`src/rtl/apb_ratio_delayer_pkg.sv`:
```
// apb_delayer_pkg: shared FSM state type and saturating helpers for apb_ratio_delayer.
// Revision 1.0
`default_nettype none

package apb_delayer_pkg;

  typedef enum logic [1:0] {
    ST_IDLE = 2'd0,
    ST_FWD  = 2'd1,
    ST_HOLD = 2'd2
  } state_e;

  // All-ones value of a w-bit counter, held in 64 bits so any CNT_W up to 64 fits.
  function automatic logic [63:0] cnt_max(input int w);
    return {64{1'b1}} >> (64 - w);
  endfunction

  function automatic logic [63:0] sat_add(input logic [63:0] a, input logic [63:0] b,
                                          input logic [63:0] max);
    if (a >= max) return max;
    if (b > max - a) return max;
    return a + b;
  endfunction

  function automatic logic [63:0] sat_sub(input logic [63:0] a, input logic [63:0] b);
    return (a > b) ? a - b : 64'd0;
  endfunction

  function automatic bit params_legal(input int rd_num, input int wr_num, input int den,
                                      input int cnt_w);
    return (den >= 1) && (rd_num >= den) && (wr_num >= den) && (cnt_w >= 1) && (cnt_w <= 64);
  endfunction

endpackage

`default_nettype wire

```
`src/rtl/apb_ratio_delayer_if.sv`:
```
// apb_ratio_delayer_if: one APB link; slave modport faces the master, master modport faces the device.
// Revision 1.0
`default_nettype none

interface apb_ratio_delayer_if #(
  parameter int ADDR_W = 32,
  parameter int DATA_W = 32
);
  logic [ADDR_W-1:0]   paddr;
  logic                psel;
  logic                penable;
  logic [2:0]          pprot;
  logic                pwrite;
  logic [DATA_W-1:0]   pwdata;
  logic [DATA_W/8-1:0] pstrb;
  logic                pready;
  logic [DATA_W-1:0]   prdata;
  logic                pslverr;

  modport master (
    output paddr, psel, penable, pprot, pwrite, pwdata, pstrb,
    input  pready, prdata, pslverr
  );

  modport slave (
    input  paddr, psel, penable, pprot, pwrite, pwdata, pstrb,
    output pready, prdata, pslverr
  );
endinterface

`default_nettype wire

```
`src/rtl/apb_ratio_delayer_acc.sv`:
```
// delay_acc: saturating stretch accumulator (clear > load > add > sub-DEN) with acc<=DEN flag.
// Revision 1.0
`default_nettype none

module delay_acc
  import apb_delayer_pkg::*;
#(
  parameter int CNT_W = 32,
  parameter int DEN   = 100
) (
  input  logic             clock,
  input  logic             reset_n,
  input  logic             clear_i,
  input  logic             load_i,
  input  logic             add_i,
  input  logic             sub_i,
  input  logic [CNT_W-1:0] load_val_i,
  input  logic [CNT_W-1:0] add_val_i,
  output logic [CNT_W-1:0] acc_o,
  output logic             le_den_o
);

  localparam logic [63:0] ACC_MAX = cnt_max(CNT_W);
  localparam logic [63:0] DEN_64  = 64'(DEN);

  logic [CNT_W-1:0] acc_q, acc_d;

  always_comb begin
    acc_d = acc_q;
    if (clear_i) begin
      acc_d = '0;
    end else if (load_i) begin
      acc_d = load_val_i;
    end else if (add_i) begin
      acc_d = CNT_W'(sat_add(64'(acc_q), 64'(add_val_i), ACC_MAX));
    end else if (sub_i) begin
      acc_d = CNT_W'(sat_sub(64'(acc_q), DEN_64));
    end
  end

  always_ff @(posedge clock or negedge reset_n) begin
    if (!reset_n) begin
      acc_q <= '0;
    end else begin
      acc_q <= acc_d;
    end
  end

  assign acc_o    = acc_q;
  assign le_den_o = (64'(acc_q) <= DEN_64);

endmodule

`default_nettype wire

```
`src/rtl/apb_ratio_delayer.sv`:
```
// apb_ratio_delayer: stretches each APB transfer to ceil(n*NUM/DEN) upstream cycles (min n+1).
// Revision 1.0
`default_nettype none

module apb_ratio_delayer
  import apb_delayer_pkg::*;
#(
  parameter int ADDR_W = 32,
  parameter int DATA_W = 32,
  parameter int RD_NUM = 466,
  parameter int WR_NUM = 466,
  parameter int DEN    = 100,
  parameter int CNT_W  = 32
) (
  input  logic                clock,
  input  logic                reset_n,
  apb_ratio_delayer_if.slave  in_apb,
  apb_ratio_delayer_if.master out_apb
);

  localparam logic [63:0] ACC_MAX = cnt_max(CNT_W);
  localparam logic [63:0] DEN_64  = 64'(DEN);

  if (!params_legal(RD_NUM, WR_NUM, DEN, CNT_W)) begin : g_bad_params
    $error("apb_ratio_delayer: illegal RD_NUM/WR_NUM/DEN/CNT_W combination");
  end

  state_e            state_q, state_d;
  logic [CNT_W-1:0]  num_q, num_d;
  logic [DATA_W-1:0] prdata_q, prdata_d;
  logic              pslverr_q, pslverr_d;

  logic [63:0]       w_sel_num;
  logic              w_bypass, w_capture, w_hold_done, w_le_den;
  logic              w_acc_clr, w_acc_load, w_acc_add, w_acc_sub;
  logic [CNT_W-1:0]  w_load_val, w_inc_val, w_acc_unused;
  logic [ADDR_W-1:0] w_paddr;

  assign w_sel_num   = in_apb.pwrite ? 64'(WR_NUM) : 64'(RD_NUM);
  // A unity ratio never leaves IDLE, so the response path is a plain wire.
  assign w_bypass    = (state_q == ST_IDLE) && (w_sel_num == DEN_64);
  assign w_capture   = (state_q == ST_FWD) && in_apb.psel && in_apb.penable && out_apb.pready;
  assign w_hold_done = (state_q == ST_HOLD) && in_apb.psel && w_le_den;
  assign w_load_val  = CNT_W'(sat_add(64'd0, w_sel_num - DEN_64, ACC_MAX));
  assign w_inc_val   = CNT_W'(sat_sub(64'(num_q), DEN_64));

  delay_acc #(
    .CNT_W (CNT_W),
    .DEN   (DEN)
  ) u_acc (
    .clock      (clock),
    .reset_n    (reset_n),
    .clear_i    (w_acc_clr),
    .load_i     (w_acc_load),
    .add_i      (w_acc_add),
    .sub_i      (w_acc_sub),
    .load_val_i (w_load_val),
    .add_val_i  (w_inc_val),
    .acc_o      (w_acc_unused),
    .le_den_o   (w_le_den)
  );

  always_ff @(posedge clock or negedge reset_n) begin
    if (!reset_n) begin
      state_q   <= ST_IDLE;
      num_q     <= '0;
      prdata_q  <= '0;
      pslverr_q <= 1'b0;
    end else begin
      state_q   <= state_d;
      num_q     <= num_d;
      prdata_q  <= prdata_d;
      pslverr_q <= pslverr_d;
    end
  end

  always_comb begin
    state_d    = state_q;
    num_d      = num_q;
    prdata_d   = prdata_q;
    pslverr_d  = pslverr_q;
    w_acc_clr  = 1'b0;
    w_acc_load = 1'b0;
    w_acc_add  = 1'b0;
    w_acc_sub  = 1'b0;
    case (state_q)
      ST_IDLE: begin
        if (in_apb.psel && !w_bypass) begin
          state_d    = ST_FWD;
          w_acc_load = 1'b1;
          num_d      = CNT_W'(sat_add(64'd0, w_sel_num, ACC_MAX));
        end
      end
      ST_FWD: begin
        if (!in_apb.psel) begin
          state_d   = ST_IDLE;
          w_acc_clr = 1'b1;
        end else begin
          // The capture cycle still counts as device time.
          w_acc_add = 1'b1;
          if (w_capture) begin
            state_d   = ST_HOLD;
            prdata_d  = out_apb.prdata;
            pslverr_d = out_apb.pslverr;
          end
        end
      end
      ST_HOLD: begin
        if (!in_apb.psel) begin
          state_d   = ST_IDLE;
          w_acc_clr = 1'b1;
        end else if (w_le_den) begin
          state_d = ST_IDLE;
        end else begin
          w_acc_sub = 1'b1;
        end
      end
      default: state_d = ST_IDLE;
    endcase
  end

  always_comb begin
    w_paddr         = in_apb.paddr;
    out_apb.paddr   = w_paddr;
    out_apb.pprot   = in_apb.pprot;
    out_apb.pwrite  = in_apb.pwrite;
    out_apb.pwdata  = in_apb.pwdata;
    out_apb.pstrb   = in_apb.pstrb;
    out_apb.penable = in_apb.penable;
    out_apb.psel    = in_apb.psel && (state_q != ST_HOLD);
    if (w_bypass) begin
      in_apb.pready  = out_apb.pready;
      in_apb.prdata  = out_apb.prdata;
      in_apb.pslverr = out_apb.pslverr;
    end else begin
      in_apb.pready  = w_hold_done;
      in_apb.prdata  = w_hold_done ? prdata_q : '0;
      in_apb.pslverr = w_hold_done && pslverr_q;
    end
  end

endmodule

`default_nettype wire

```
`src/flat_wrapper.sv`:
```
// flat-port wrapper written by rule: the top's interface ports become plain ports
module apb_ratio_delayer_flat import apb_delayer_pkg::*;
#(
  parameter int ADDR_W = 32,
  parameter int DATA_W = 32,
  parameter int RD_NUM = 466,
  parameter int WR_NUM = 466,
  parameter int DEN    = 100,
  parameter int CNT_W  = 32
)
  (clock, reset_n, in_apb_paddr, in_apb_psel, in_apb_penable, in_apb_pprot, in_apb_pwrite, in_apb_pwdata, in_apb_pstrb, in_apb_pready, in_apb_prdata, in_apb_pslverr, out_apb_paddr, out_apb_psel, out_apb_penable, out_apb_pprot, out_apb_pwrite, out_apb_pwdata, out_apb_pstrb, out_apb_pready, out_apb_prdata, out_apb_pslverr);
  apb_ratio_delayer_if #(.ADDR_W(ADDR_W), .DATA_W(DATA_W)) in_apb_i ();
  apb_ratio_delayer_if #(.ADDR_W(ADDR_W), .DATA_W(DATA_W)) out_apb_i ();
  input  logic clock;
  input  logic reset_n;
  input wire logic [$bits(in_apb_i.paddr)-1:0] in_apb_paddr;
  input wire logic [$bits(in_apb_i.psel)-1:0] in_apb_psel;
  input wire logic [$bits(in_apb_i.penable)-1:0] in_apb_penable;
  input wire logic [$bits(in_apb_i.pprot)-1:0] in_apb_pprot;
  input wire logic [$bits(in_apb_i.pwrite)-1:0] in_apb_pwrite;
  input wire logic [$bits(in_apb_i.pwdata)-1:0] in_apb_pwdata;
  input wire logic [$bits(in_apb_i.pstrb)-1:0] in_apb_pstrb;
  output wire logic [$bits(in_apb_i.pready)-1:0] in_apb_pready;
  output wire logic [$bits(in_apb_i.prdata)-1:0] in_apb_prdata;
  output wire logic [$bits(in_apb_i.pslverr)-1:0] in_apb_pslverr;
  output wire logic [$bits(out_apb_i.paddr)-1:0] out_apb_paddr;
  output wire logic [$bits(out_apb_i.psel)-1:0] out_apb_psel;
  output wire logic [$bits(out_apb_i.penable)-1:0] out_apb_penable;
  output wire logic [$bits(out_apb_i.pprot)-1:0] out_apb_pprot;
  output wire logic [$bits(out_apb_i.pwrite)-1:0] out_apb_pwrite;
  output wire logic [$bits(out_apb_i.pwdata)-1:0] out_apb_pwdata;
  output wire logic [$bits(out_apb_i.pstrb)-1:0] out_apb_pstrb;
  input wire logic [$bits(out_apb_i.pready)-1:0] out_apb_pready;
  input wire logic [$bits(out_apb_i.prdata)-1:0] out_apb_prdata;
  input wire logic [$bits(out_apb_i.pslverr)-1:0] out_apb_pslverr;
  assign in_apb_i.paddr = in_apb_paddr;
  assign in_apb_i.psel = in_apb_psel;
  assign in_apb_i.penable = in_apb_penable;
  assign in_apb_i.pprot = in_apb_pprot;
  assign in_apb_i.pwrite = in_apb_pwrite;
  assign in_apb_i.pwdata = in_apb_pwdata;
  assign in_apb_i.pstrb = in_apb_pstrb;
  assign in_apb_pready = in_apb_i.pready;
  assign in_apb_prdata = in_apb_i.prdata;
  assign in_apb_pslverr = in_apb_i.pslverr;
  assign out_apb_paddr = out_apb_i.paddr;
  assign out_apb_psel = out_apb_i.psel;
  assign out_apb_penable = out_apb_i.penable;
  assign out_apb_pprot = out_apb_i.pprot;
  assign out_apb_pwrite = out_apb_i.pwrite;
  assign out_apb_pwdata = out_apb_i.pwdata;
  assign out_apb_pstrb = out_apb_i.pstrb;
  assign out_apb_i.pready = out_apb_pready;
  assign out_apb_i.prdata = out_apb_prdata;
  assign out_apb_i.pslverr = out_apb_pslverr;
  apb_ratio_delayer #(.ADDR_W(ADDR_W), .DATA_W(DATA_W), .RD_NUM(RD_NUM), .WR_NUM(WR_NUM), .DEN(DEN), .CNT_W(CNT_W)) u_core (.clock(clock), .reset_n(reset_n), .in_apb(in_apb_i), .out_apb(out_apb_i));
endmodule
```
`config.mk`:
```
export PLATFORM = sky130hd
export DESIGN_NAME = apb_ratio_delayer_flat
export DESIGN_NICKNAME = d
export VERILOG_FILES = /design/src/rtl/apb_ratio_delayer_pkg.sv /design/src/rtl/apb_ratio_delayer_if.sv /design/src/rtl/apb_ratio_delayer_acc.sv /design/src/rtl/apb_ratio_delayer.sv /design/src/flat_wrapper.sv
export SDC_FILE = /design/constraint.sdc
export NUM_CORES = 1
export LEC_CHECK = 0
export ABC_AREA = 1
export ABC_CLOCK_PERIOD_IN_PS = 6100
export BUFFER_PORTS_ARGS = -buffer_cell sky130_fd_sc_hd__buf_2
export CAP_MARGIN = 20
export CORE_MARGIN = 3
export CORE_UTILIZATION = 55
export CTS_CLUSTER_DIAMETER = 50
export DETAILED_ROUTE_END_ITERATION = 8
export PLACE_DENSITY = 0.87
export SKIP_LAST_GASP = 1
export SLEW_MARGIN = 20
export SYNTH_ARGS = -nofsm -noshare
export SYNTH_HDL_FRONTEND = slang
export SYNTH_SLANG_ARGS = --single-unit
export TNS_END_PERCENT = 5
```
`constraint.sdc`:
```
create_clock -name clock -period 6.1 [get_ports clock]
set_input_delay 1.525 -clock clock [delete_from_list [all_inputs] [get_ports clock]]
set_output_delay 1.525 -clock clock [all_outputs]
set_load 0.01 [all_outputs]
```
Word level (Yosys, flattened, before mapping)
Index checks and enable logic that the tools add are counted.

Add/sub/neg operators: 4. $lt $le $gt $ge: 5. Equal/unequal tests: 6. Mux-type cells: 37. Reduce and logical (&&, ||, !) cells: 13.

Operators with widths (count): $mux W32 (12); $gt A32 B64 Y1 (1); $gt A32 B7 Y1 const B (2); $sub A32 B7 Y32 const B (2); $sub A32 B32 Y33 const A (1); $add A32 B32 Y32 (1); $ge A32 B32 Y1 const B (1); $le A32 B7 Y1 const B (1); $mux W1 (19); $mux W2 (5); $logic_and A1 B1 Y1 (7); $ne A3 B2 Y1 const B (2); $pmux W2 S3 (1); $reduce_and A3 Y1 (2); $ne A2 B2 Y1 const B (2); $reduce_bool A4 Y1 (1); $eq A2 B1 Y1 const B (1); $eq A2 B2 Y1 const B (1); $logic_not A2 Y1 (1); $reduce_and A2 Y1 (1); $reduce_or A2 Y1 (1).

Register bits: 99. Bits of input ports: 110. Output and inout port bits: 108.

Longest topological paths before layout
Gate-level depths: netlist (run 1).

Word-level depth: 14. Gate-level depth with buffers: 14. Gate-level depth less buffers: 14.

Hierarchy
From an unflattened synthesis (run 1), not the netlist that was laid out.

Cell total of the unflattened synthesis: 1195. Area, all modules: 7348.3 um2.

By module, submodules not included: delay_acc (instances 1, cells each 912, area an instance 5127.4 um2, seq. area each 800.8 um2); apb_ratio_delayer (instances 1, cells each 283, area an instance 2220.9 um2, seq. area each 900.9 um2).

Worst setup path after synthesis (run 1)
OpenSTA, ideal clock, no wires.

Kind: input -> output. From: in in_apb_psel. To: out in_apb_prdata[10]. Arrival: 2174 ps. Data required time: 4575 ps. Path slack: 2401 ps. Cell stages on the path: 5. Cell sequence: nand2_1 nor2_2 inv_2 buf_2 nor2_1.

Word-level cells in the longest chain between the ends: 3.

Ends and longest elaborated chain: start, declared (RTL line flat_wrapper.sv:17) `input wire logic [$bits(in_apb_i.psel)-1:0] in_apb_psel;`; $logic_and A1 B1 Y1 (2 in a row) (RTL line apb_ratio_delayer.sv:43) `assign w_hold_done = (state_q == ST_HOLD) && in_apb.psel && w_le_den;`; named net in_apb_pready (RTL line flat_wrapper.sv:23) `output wire logic [$bits(in_apb_i.pready)-1:0] in_apb_pready;`; $mux W32 (RTL line apb_ratio_delayer.sv:137) `in_apb.prdata = w_hold_done ? prdata_q : '0;`; end, declared (RTL line flat_wrapper.sv:24) `output wire logic [$bits(in_apb_i.prdata)-1:0] in_apb_prdata;`.

The timed path passes the listed nets, and every way through them passes these cells.

Worst setup path in the final report (run 1)
From: reg u_core.u_acc.acc_q[2], in the netlist u_core.u_acc.acc_o[2]. To: out in_apb_prdata[31].

Word-level cells in the longest chain between the ends: 3.

Ends and longest elaborated chain: start, declared (RTL line apb_ratio_delayer_acc.sv:26) `logic [CNT_W-1:0] acc_q, acc_d;`; start signal, assigned (RTL line apb_ratio_delayer_acc.sv:43) `acc_q <= '0;`; start signal, assigned (RTL line apb_ratio_delayer_acc.sv:45) `acc_q <= acc_d;`; $le A32 B7 Y1 (RTL line apb_ratio_delayer_acc.sv:50) `assign le_den_o = (64'(acc_q) <= DEN_64);`; $logic_and A1 B1 Y1 (RTL line apb_ratio_delayer.sv:43); $mux W32 (RTL line apb_ratio_delayer.sv:137).

No other way between the ends.

==> impl_metrics.ini, run 1 <==
[power]
pwr-share-seq = 0.301
ir_drop_v = 0.0002721
p_sw_mw = 1.486
internal_power_mw = 1.361
combPwrFrac = 0.558
leakagePower_nw = 3.272
power_density_mw_per_mm2 = 461.9
clkPwrFrac = 0.141
swShare = 0.5219

[timing]
max-slew-margin-rel = 0.4197
period_share = 0.7217
tns_ns = 0
setup_viol_count_final = 0
tightest_slew_ns = 0.8705
finalHoldViolations = 0
slew_violations = 0
period_needed_ns = 4.402
skew_ns = 0.01362
max_freq_ghz = 0.2271
rsz0062_at_grt = false

[routing]
vias_per_cell = 5.291
totalWireLength_um = 16030
dr.pass1.iters = 6
wl_per_cell_um = 14.34
first_iter_violations = 571
antenna_left = 0
vias = 5915
post-route-drc-count = 0

[cts]
cts_buffer_depth = 2
h-tree-depth = 3
cts_sinks = 68
cts_made_buffers = 9
postCtsSetupRepairBufs = 0
hold_buffers = 0
clkTransAtPathRegs_ns = 0.09
clk_latency_ns = 0.36
cts_tree = built
root_buffer = clkbuf_8
cts_resized = 0

[worst_hold_path]
min_path_type = reg2reg
hp-start = u_core.prdata_q[6]
min_to = u_core.prdata_q[6]
min_delay_path_depth = 2

[die]
die-area_mm2 = 0.01255
die_y_um = 112.0
start_util = 0.5677
coreArea_mm2 = 0.01089
dieWidth_um = 112.0
rows = 38
top_level_ports = 218

[placed_design]
port_buffers = 73
placed_area_mm2 = 0.005961
gp_congestion = 0.9992
dp_hpwl_um = 11680

[critical_path]
regToRegStartpoint = u_core.state_q[1]
timing.rr.end = u_core.u_acc.acc_o[11]
critPathMaxFanout = 33
cp-end-kind = primary output
cp.required_ns = 4.58
reg2reg_setup_slack_ns = 2.85
start_kind = flip-flop
max_stage_delay_ns = 0.49
crit_top_cell = nand2_2
r2r_cells = 11
crit_type = reg2out
critPathArrivalTime_ns = 2.88
crit_chain = inv_1 -> ha_1 -> a21oi_2 -> nand2_1 -> nand2_2 -> nand2_2 -> nand2_4 -> nor2_2 -> inv_2 -> nor2_1 -> buf_2
crit_slowest_cell = dfrtp_1

[job]
drv_cap = 0

[layout]
diodes = 0
drive_gt1_frac = 0.1299
syn_to_final_growth_pct = -0.2632
fill_cells = 1068
nNetsFinal = 1096
stdcell_area_mm2 = 0.006165

[synth]
postSynthCellCount = 1003
avgSynthCellArea_um2 = 6.162
yosys_warnings = 0
syn_nets = 1126
syn_area_mm2 = 0.006181
synth_seq_cells = 68
ys_seq_area_frac = 0.2753
ys_types = 36

[global_route]
grt_pass1_wl_um = 26890
overflow = 0
grt_max_degree = 69
grt_usage = 0.2616
first_global_vias = 5586
antenna_found_initial = 0

[outcome]
status = complete, no violations
[synth_stat cells (all sizes together)]
library cell,number,share of area
nand4,13,0.013
inv,107,0.065
and2,2,0.0020
xor2,20,0.028
clkinv,1,0.00061
nand3,93,0.076
nand2,308,0.19
nor3b,1,0.0012
xnor2,1,0.0014
o21a,1,0.0012
a21boi,2,0.0030
nor3,4,0.0032
buf,102,0.12
ha,12,0.024
clkbuf,16,0.0099
dfrtp,68,0.28
a21oi,26,0.024
nor2,160,0.10
o211ai,1,0.0012
o21ai,61,0.050
a31oi,2,0.0020
fa,1,0.0032
or2,1,0.0010
[logic make-up (layout without fill, tap and decap cells)]
| logic type | Yosys count | after routing | share of synthesized area |
|---|---|---|---|
| and+or+nand+nor | 582 | 582 | 0.3919 |
| buffers and inverters | 226 | 201 | 0.1939 |
| AOI/OAI and AO/OA | 93 | 93 | 0.08158 |
| DFF | 68 | 68 | 0.2753 |
| xor gates and xnor gates | 21 | 21 | 0.02976 |
| adders and majority gates | 13 | 13 | 0.02753 |
[metal layers]
metal | vias up | part of all wire | GRT usage
met5 | - | 0 | 0
met4 | 0 | 0.032 | 0.1210
met3 | 44 | 0.080 | 0.04205
met2 | 239 | 0.45 | 0.4137
met1 | 2654 | 0.43 | 0.3538
li1 | 2978 | - | -
[worst max-delay path by stage]
stage | start | endpoint | slack, ns | cells past startpoint
2_1_floorplan | in_apb_psel | in_apb_prdata[10] | 2.40 | 5
3_3_place_gp | in_apb_psel | u_core.u_acc.acc_o[9] | 2.03 | 10
3_5_place_dp | in_apb_psel | u_core.u_acc.acc_o[11] | 1.90 | 10
4_1_cts | u_core.u_acc.acc_o[2] | in_apb_prdata[28] | 1.69 | 11
5_1_grt | u_core.u_acc.acc_o[2] | in_apb_prdata[31] | 1.41 | 11
6_report | u_core.u_acc.acc_o[2] | in_apb_prdata[31] | 1.70 | 11
[power groups by stage]
| stage | registers, mW | clock network [mW] | logic (mW) |
|---|---|---|---|
| after global placement | 0.853 | 0 | 1.53 |
| after CTS | 0.848 | 0.407 | 1.57 |
| final | 0.857 | 0.401 | 1.59 |
| after floorplan | 0.731 | 0 | 1.40 |
| after global routing | 0.884 | 0.426 | 1.82 |
| after detailed placement | 0.856 | 0 | 1.56 |
[cell usage in the layout, fill, tap and decap left out, drive strengths merged, types with 9 or more instances in the layout]
cell type and instances:
a21oi 26, buf 77, clkbuf 9, dfrtp 68, ha 12, inv 111
nand2 308, nand3 93, nand4 13, nor2 160, o21ai 61, xor2 20
[critical path, delay by kind of cell (launching register included)]
kind / cells / cell delay (ns)
adder cells (fa/ha/maj): 1 / 0.28
flip-flops: 1 / 0.49
AO/OA/AOI/OAI: 1 / 0.18
AND/OR/NAND/NOR: 6 / 0.85
buffers and inverters: 3 / 0.71
[sequential cells by signal, indices dropped and copies added, names as in the netlist]
| name | flops |
|---|---|
| u_core.u_acc.acc_o | 32 |
| u_core.pslverr_q | 1 |
| u_core.num_q | 1 |
| u_core.state_q | 2 |
| u_core.prdata_q | 32 |
[final cells by class]
type | count | area [µm²] | area share
multi-input combinational | 709 | 3283 | 0.5326
sequential | 68 | 1702 | 0.2760
inverter | 108 | 405.4 | 0.06576
timing repair buffer | 77 | 395.4 | 0.06414
tap | 140 | 175.2 | 0.02841
clock buffer | 9 | 123.9 | 0.02009
clock inverter | 7 | 80.08 | 0.01299
[through the flow]
step | power, mW | setup slack, ns | std cells | util | hold slack (ns)
global placement | 2.382 | 2.030 | 1102 | 0.5475 | 0.5081
CTS | 2.823 | 1.688 | 1118 | 0.5662 | 0.5435
floorplan | 2.129 | 2.401 | 1003 | - | 0.4782
finish | 2.847 | 1.698 | 1118 | 0.5662 | 0.5404
global route | 3.133 | 1.407 | 1118 | 0.5662 | 0.5680
detailed placement | 2.413 | 1.896 | 1102 | 0.5475 | 0.5120
Power figures use the tool's default switching activity.
==> run 2, diff against run 1 <==
- ABC_CLOCK_PERIOD_IN_PS: 6100 -> 3500
- CORE_UTILIZATION: 55 -> 47
- PLACE_DENSITY: 0.87 -> 0.79
- clock period: 6.1 -> 3.5 ns (I/O delays scaled with it)
==> impl_metrics.ini, run 2 (same netlist as run 1, synthesis figures left out) <==
[placed_design]
gp_congestion = 1.046
placed_area_mm2 = 0.006016
dp_hpwl_um = 12100
port_buffers = 73

[routing]
antenna_left = 0
dr.pass1.iters = 5
post-route-drc-count = 0
vias_per_cell = 5.174
first_iter_violations = 419
wl_per_cell_um = 14.26
totalWireLength_um = 16430
vias = 5961

[cts]
postCtsSetupRepairBufs = 0
cts_made_buffers = 9
cts_resized = 0
hold_buffers = 0
clkTransAtPathRegs_ns = 0.06
cts_sinks = 68
clk_latency_ns = 0.35
h-tree-depth = 3
root_buffer = clkbuf_16
cts_tree = built
cts_buffer_depth = 2

[die]
top_level_ports = 218
dieWidth_um = 120.7
start_util = 0.4858
die-area_mm2 = 0.01456
rows = 41
coreArea_mm2 = 0.01272
die_y_um = 120.7

[critical_path]
start_kind = flip-flop
critPathMaxFanout = 33
cp.required_ns = 2.62
critPathArrivalTime_ns = 2.40
crit_type = reg2out
r2r_cells = 14
cp-end-kind = primary output

[global_route]
grt_usage = 0.2318
grt_pass1_wl_um = 27090
overflow = 0
first_global_vias = 5537
grt_max_degree = 69
antenna_found_initial = 0

[layout]
drive_gt1_frac = 0.1316
diodes = 0
nNetsFinal = 1098
stdcell_area_mm2 = 0.006350
fill_cells = 1359
syn_to_final_growth_pct = 2.733
mostFrequentLayoutCells = nand2_1 (300), nor2_1 (148), inv_1 (102)
mostFrequentLayoutCell = nand2_1

[timing]
finalHoldViolations = 0
tns_ns = 0
skew_ns = 0.006678
period_share = 0.9364
period_needed_ns = 3.277
whs_ns = 0.5388
slew_violations = 0
rsz0062_at_grt = false
max-slew-margin-rel = 0.4138
max_freq_ghz = 0.3051
setup_viol_count_final = 0
tightest_slew_ns = 0.8794

[job]
drv_cap = 0

[outcome]
status = complete, no violations

[worst_hold_path]
min_path_type = reg2reg
min_delay_path_depth = 2

[power]
ir_drop_v = 0.0004864
power_density_mw_per_mm2 = 837.9
leakagePower_nw = 3.347
==> run 2: worst paths after layout <==
| check | start | end | slack [ns] |
|---|---|---|---|
| max | u_core.u_acc.acc_o[2] | in_apb_prdata[3] | 0.22 |
| min | u_core.pslverr_q | u_core.pslverr_q | 0.54 |
| max reg2reg | u_core.u_acc.acc_o[2] | u_core.u_acc.acc_o[14] | 0.66 |
| min reg2reg | u_core.pslverr_q | u_core.pslverr_q | 0.54 |
| max in group asynchronous | reset_n | u_core.prdata_q[6] | 2.19 |
| min in group asynchronous | reset_n | u_core.u_acc.acc_o[17] | 0.71 |
==> run 2: where the power goes <==
part           switching (mW)  internal (mW)
logic                    1.88          0.915
registers               0.371           1.13
clock network           0.376          0.651
total                    2.63           2.69
==> run 2: final cells by class <==
cell class              instances  area, µm²  share of cell area
inverters                     108      405.4             0.06384
multi-input cells             709       3283              0.5170
clock buffers                  10      239.0             0.03764
repair buffers                 79      410.4             0.06463
well taps                     172      215.2             0.03389
clock inverters                 6      95.09             0.01498
flip-flops and latches         68       1702              0.2680
==> run 2: worst max-delay path, stage by stage, from the launching register on <==
cell	delay, ns
dfrtp_1	0.47
inv_1	0.15
ha_1	0.27
a21oi_2	0.16
nand2_1	0.09
nand2_2	0.12
nand2_2	0.07
nand2_4	0.07
nor2_2	0.04
inv_2	0.35
nor2_1	0.09
buf_2	0.16
==> run 2: layer usage <==
metal / track usage / up-vias / part of all wire / wire length (µm)
met4: 0.09986 / 0 / 0.030 / 497
met1: 0.3040 / 2697 / 0.43 / 7091
met3: 0.05659 / 55 / 0.077 / 1267
met2: 0.3643 / 224 / 0.46 / 7568
li1: - / 2985 / - / -
met5: 0 / - / 0 / 0
==> run 2: stage by stage <==
| step | setup WS, ns | util | total power, mW | cells |
|---|---|---|---|---|
| after global placement | 0.7018 | 0.4729 | 4.212 | 1136 |
| after CTS | 0.2108 | 0.4991 | 5.307 | 1152 |
| after floorplan | 0.8947 | - | 3.710 | 1003 |
| final | 0.2226 | 0.4991 | 5.321 | 1152 |
| after global routing | 0.002764 | 0.4991 | 5.850 | 1152 |
| after detailed placement | 0.6146 | 0.4729 | 4.239 | 1136 |
==> run 3, diff against run 2 <==
- ABC_AREA: 1 -> default
- ABC_CLOCK_PERIOD_IN_PS: 3500 -> default
- CORE_UTILIZATION: 47 -> 45
- PLACE_DENSITY: 0.79 -> 0.78
==> impl_metrics.ini, run 3 <==
[cts]
clk_latency_ns = 0.34
cts_sinks = 68
root_buffer = clkbuf_16
cts_buffer_depth = 2
cts_tree = built
h-tree-depth = 3
clkTransAtPathRegs_ns = 0.06
cts_made_buffers = 9
hold_buffers = 0

[critical_path]
cp.required_ns = 2.62
crit_slowest_cell = dfrtp_1
crit_family = simple AND/OR/NAND/NOR gates
critPathArrivalTime_ns = 2.44
crit_chain = nor4_4 -> and3_4 -> nand3_1 -> nor2_1 -> buf_6 -> and2_1 -> buf_2
cp-end-kind = primary output
start_kind = flip-flop
max_stage_delay_ns = 0.53
reg2reg_setup_slack_ns = 0.43
crit_type = reg2out
crit_buf_inv = 2
critPathMaxFanout = 34

[routing]
dr.pass1.iters = 5
totalWireLength_um = 13350
post-route-drc-count = 0
wl_per_cell_um = 18.23
vias_per_cell = 6.107
first_iter_violations = 364
antenna_left = 0
vias = 4470

[layout]
seqCellArea_mm2 = 0.001703
stdcell_area_mm2 = 0.005575
multi_input_area_mm2 = 0.002841
mostFrequentLayoutCells = buf_2 (73), dfrtp_1 (67), and2_1 (37)
final-instance-count-excl-fill = 732
diodes = 0
nNetsFinal = 707
syn_to_final_growth_pct = 4.626
final_core_util = 0.4841
fill_cells = 1043
mostFrequentLayoutCell = buf_2
drive_gt1_frac = 0.2581

[placed_design]
dp_cells = 716
placed_area_mm2 = 0.005235
pre_cts_ws_ns = 0.4005
gp_congestion = 0.9609
dp_hpwl_um = 9312
port_buffers = 73

[global_route]
grt_pass1_wl_um = 21360
first_global_vias = 4504
overflow = 0
antenna_found_initial = 0
grt_max_degree = 69
grt_usage = 0.1983

[synth]
synth_seq_cells = 68
syn_nets = 719
synth_common_cells = buf_4 (75), dfrtp_1 (68), and2_1 (37)
async_flop_share = 1.000
synthFlopType = dfrtp_1
ys_types = 61
ys_top_cells_by_area = dfrtp_1 (32%), buf_4 (11%), mux2_2 (7.0%)
ys_seq_area_frac = 0.3193
yosys_warnings = 0
netlist.area_leader.share = 0.3193
postSynthCellCount = 596
avgSynthCellArea_um2 = 8.941
yosysMostFrequentCell = buf_4
synth_area_leader_cell = dfrtp_1
synth_edf_count = 0
syn_area_mm2 = 0.005329

[die]
coreArea_mm2 = 0.01152
die_y_um = 114.8
start_util = 0.4627
top_level_ports = 218
rows = 39
die-area_mm2 = 0.01318
dieWidth_um = 114.8

[timing]
tns_ns = 0
skew_ns = 0.007671
period_share = 0.9460
max_freq_ghz = 0.3020
setup_viol_count_final = 0
setup_slack_ns = 0.1891
max-slew-margin-rel = 0.4158
period_needed_ns = 3.311
rsz0062_at_grt = false
finalHoldViolations = 0
tightest_slew_ns = 0.8764
slew_violations = 0

[worst_hold_path]
min_path_type = reg2reg

[outcome]
status = complete, no violations

[power]
power_density_mw_per_mm2 = 951.0
ir_drop_v = 0.0003956
leakagePower_nw = 2.471

[job]
drv_cap = 0
[run 3: cell count changes after synthesis, moves of 15 or more]
cell / before / now
and2_1: 2 / 37
inv_1: 102 / 12
mux2_2: 0 / 33
nand2_1: 300 / 29
nand3_1: 92 / 26
nor2_1: 149 / 23
nor3_1: 4 / 23
xnor2_1: 1 / 16
[run 3: path summary, 6_finish.rpt]
check / start / to / cells after the start
worst max-delay path: u_core.u_acc.acc_o[7] / in_apb_prdata[14] / 7
worst min-delay path: u_core.prdata_q[2] / u_core.prdata_q[2] / 1
worst max register to register: u_core.num_q[7] / u_core.u_acc.acc_o[13] / 9
worst min register to register: u_core.prdata_q[2] / u_core.prdata_q[2] / 1
max in group asynchronous: reset_n / u_core.u_acc.acc_o[2] / 2
min in group asynchronous: reset_n / u_core.prdata_q[10] / 2
[run 3: what timing repair did]
action	4_1_cts	5_1_grt
buffers inserted	0	0
gates resized for setup	0	6
setup endpoints to repair	0	34
[run 3: area by class of cell]
type | count | share of cell area
clock buffers | 10 | 0.04107
multi-input cells | 404 | 0.5097
clock inverters | 6 | 0.01593
repair buffers | 89 | 0.08775
inverters | 12 | 0.008079
well taps | 143 | 0.03209
flip-flops and latches | 68 | 0.3054
[run 3: layer usage]
layer	vias up	track usage	wire, µm
li1	2034	-	-
met1	2176	0.2457	5226
met2	207	0.3240	6679
met3	53	0.04579	972
met4	0	0.1009	466
met5	-	0	0
[run 3: power breakdown]
| group | switching (mW) | leakage (nW) | internal [mW] |
|---|---|---|---|
| sequential | 0.444 | 0.859 | 1.13 |
| combinational | 1.50 | 1.46 | 1.23 |
| clock | 0.373 | 0.149 | 0.624 |
[run 3: stage by stage]
step / hold WS, ns / total power, mW
floorplan: 0.4706 / 3.706
global placement: 0.4789 / 4.099
detailed placement: 0.4848 / 4.224
CTS: 0.4988 / 5.242
global route: 0.5049 / 5.693
finish: 0.4973 / 5.302
[run 3: cells by family (layout without fill, tap and decap cells)]
group,count (synthesis),in the layout,synth area share
compound gates,141,141,0.1843
xor+xnor,26,26,0.04273
simple gates,190,190,0.1993
buf+inv,124,117,0.1507
mux,34,34,0.07161
flops,68,68,0.3193
fa+ha+maj,13,13,0.03193
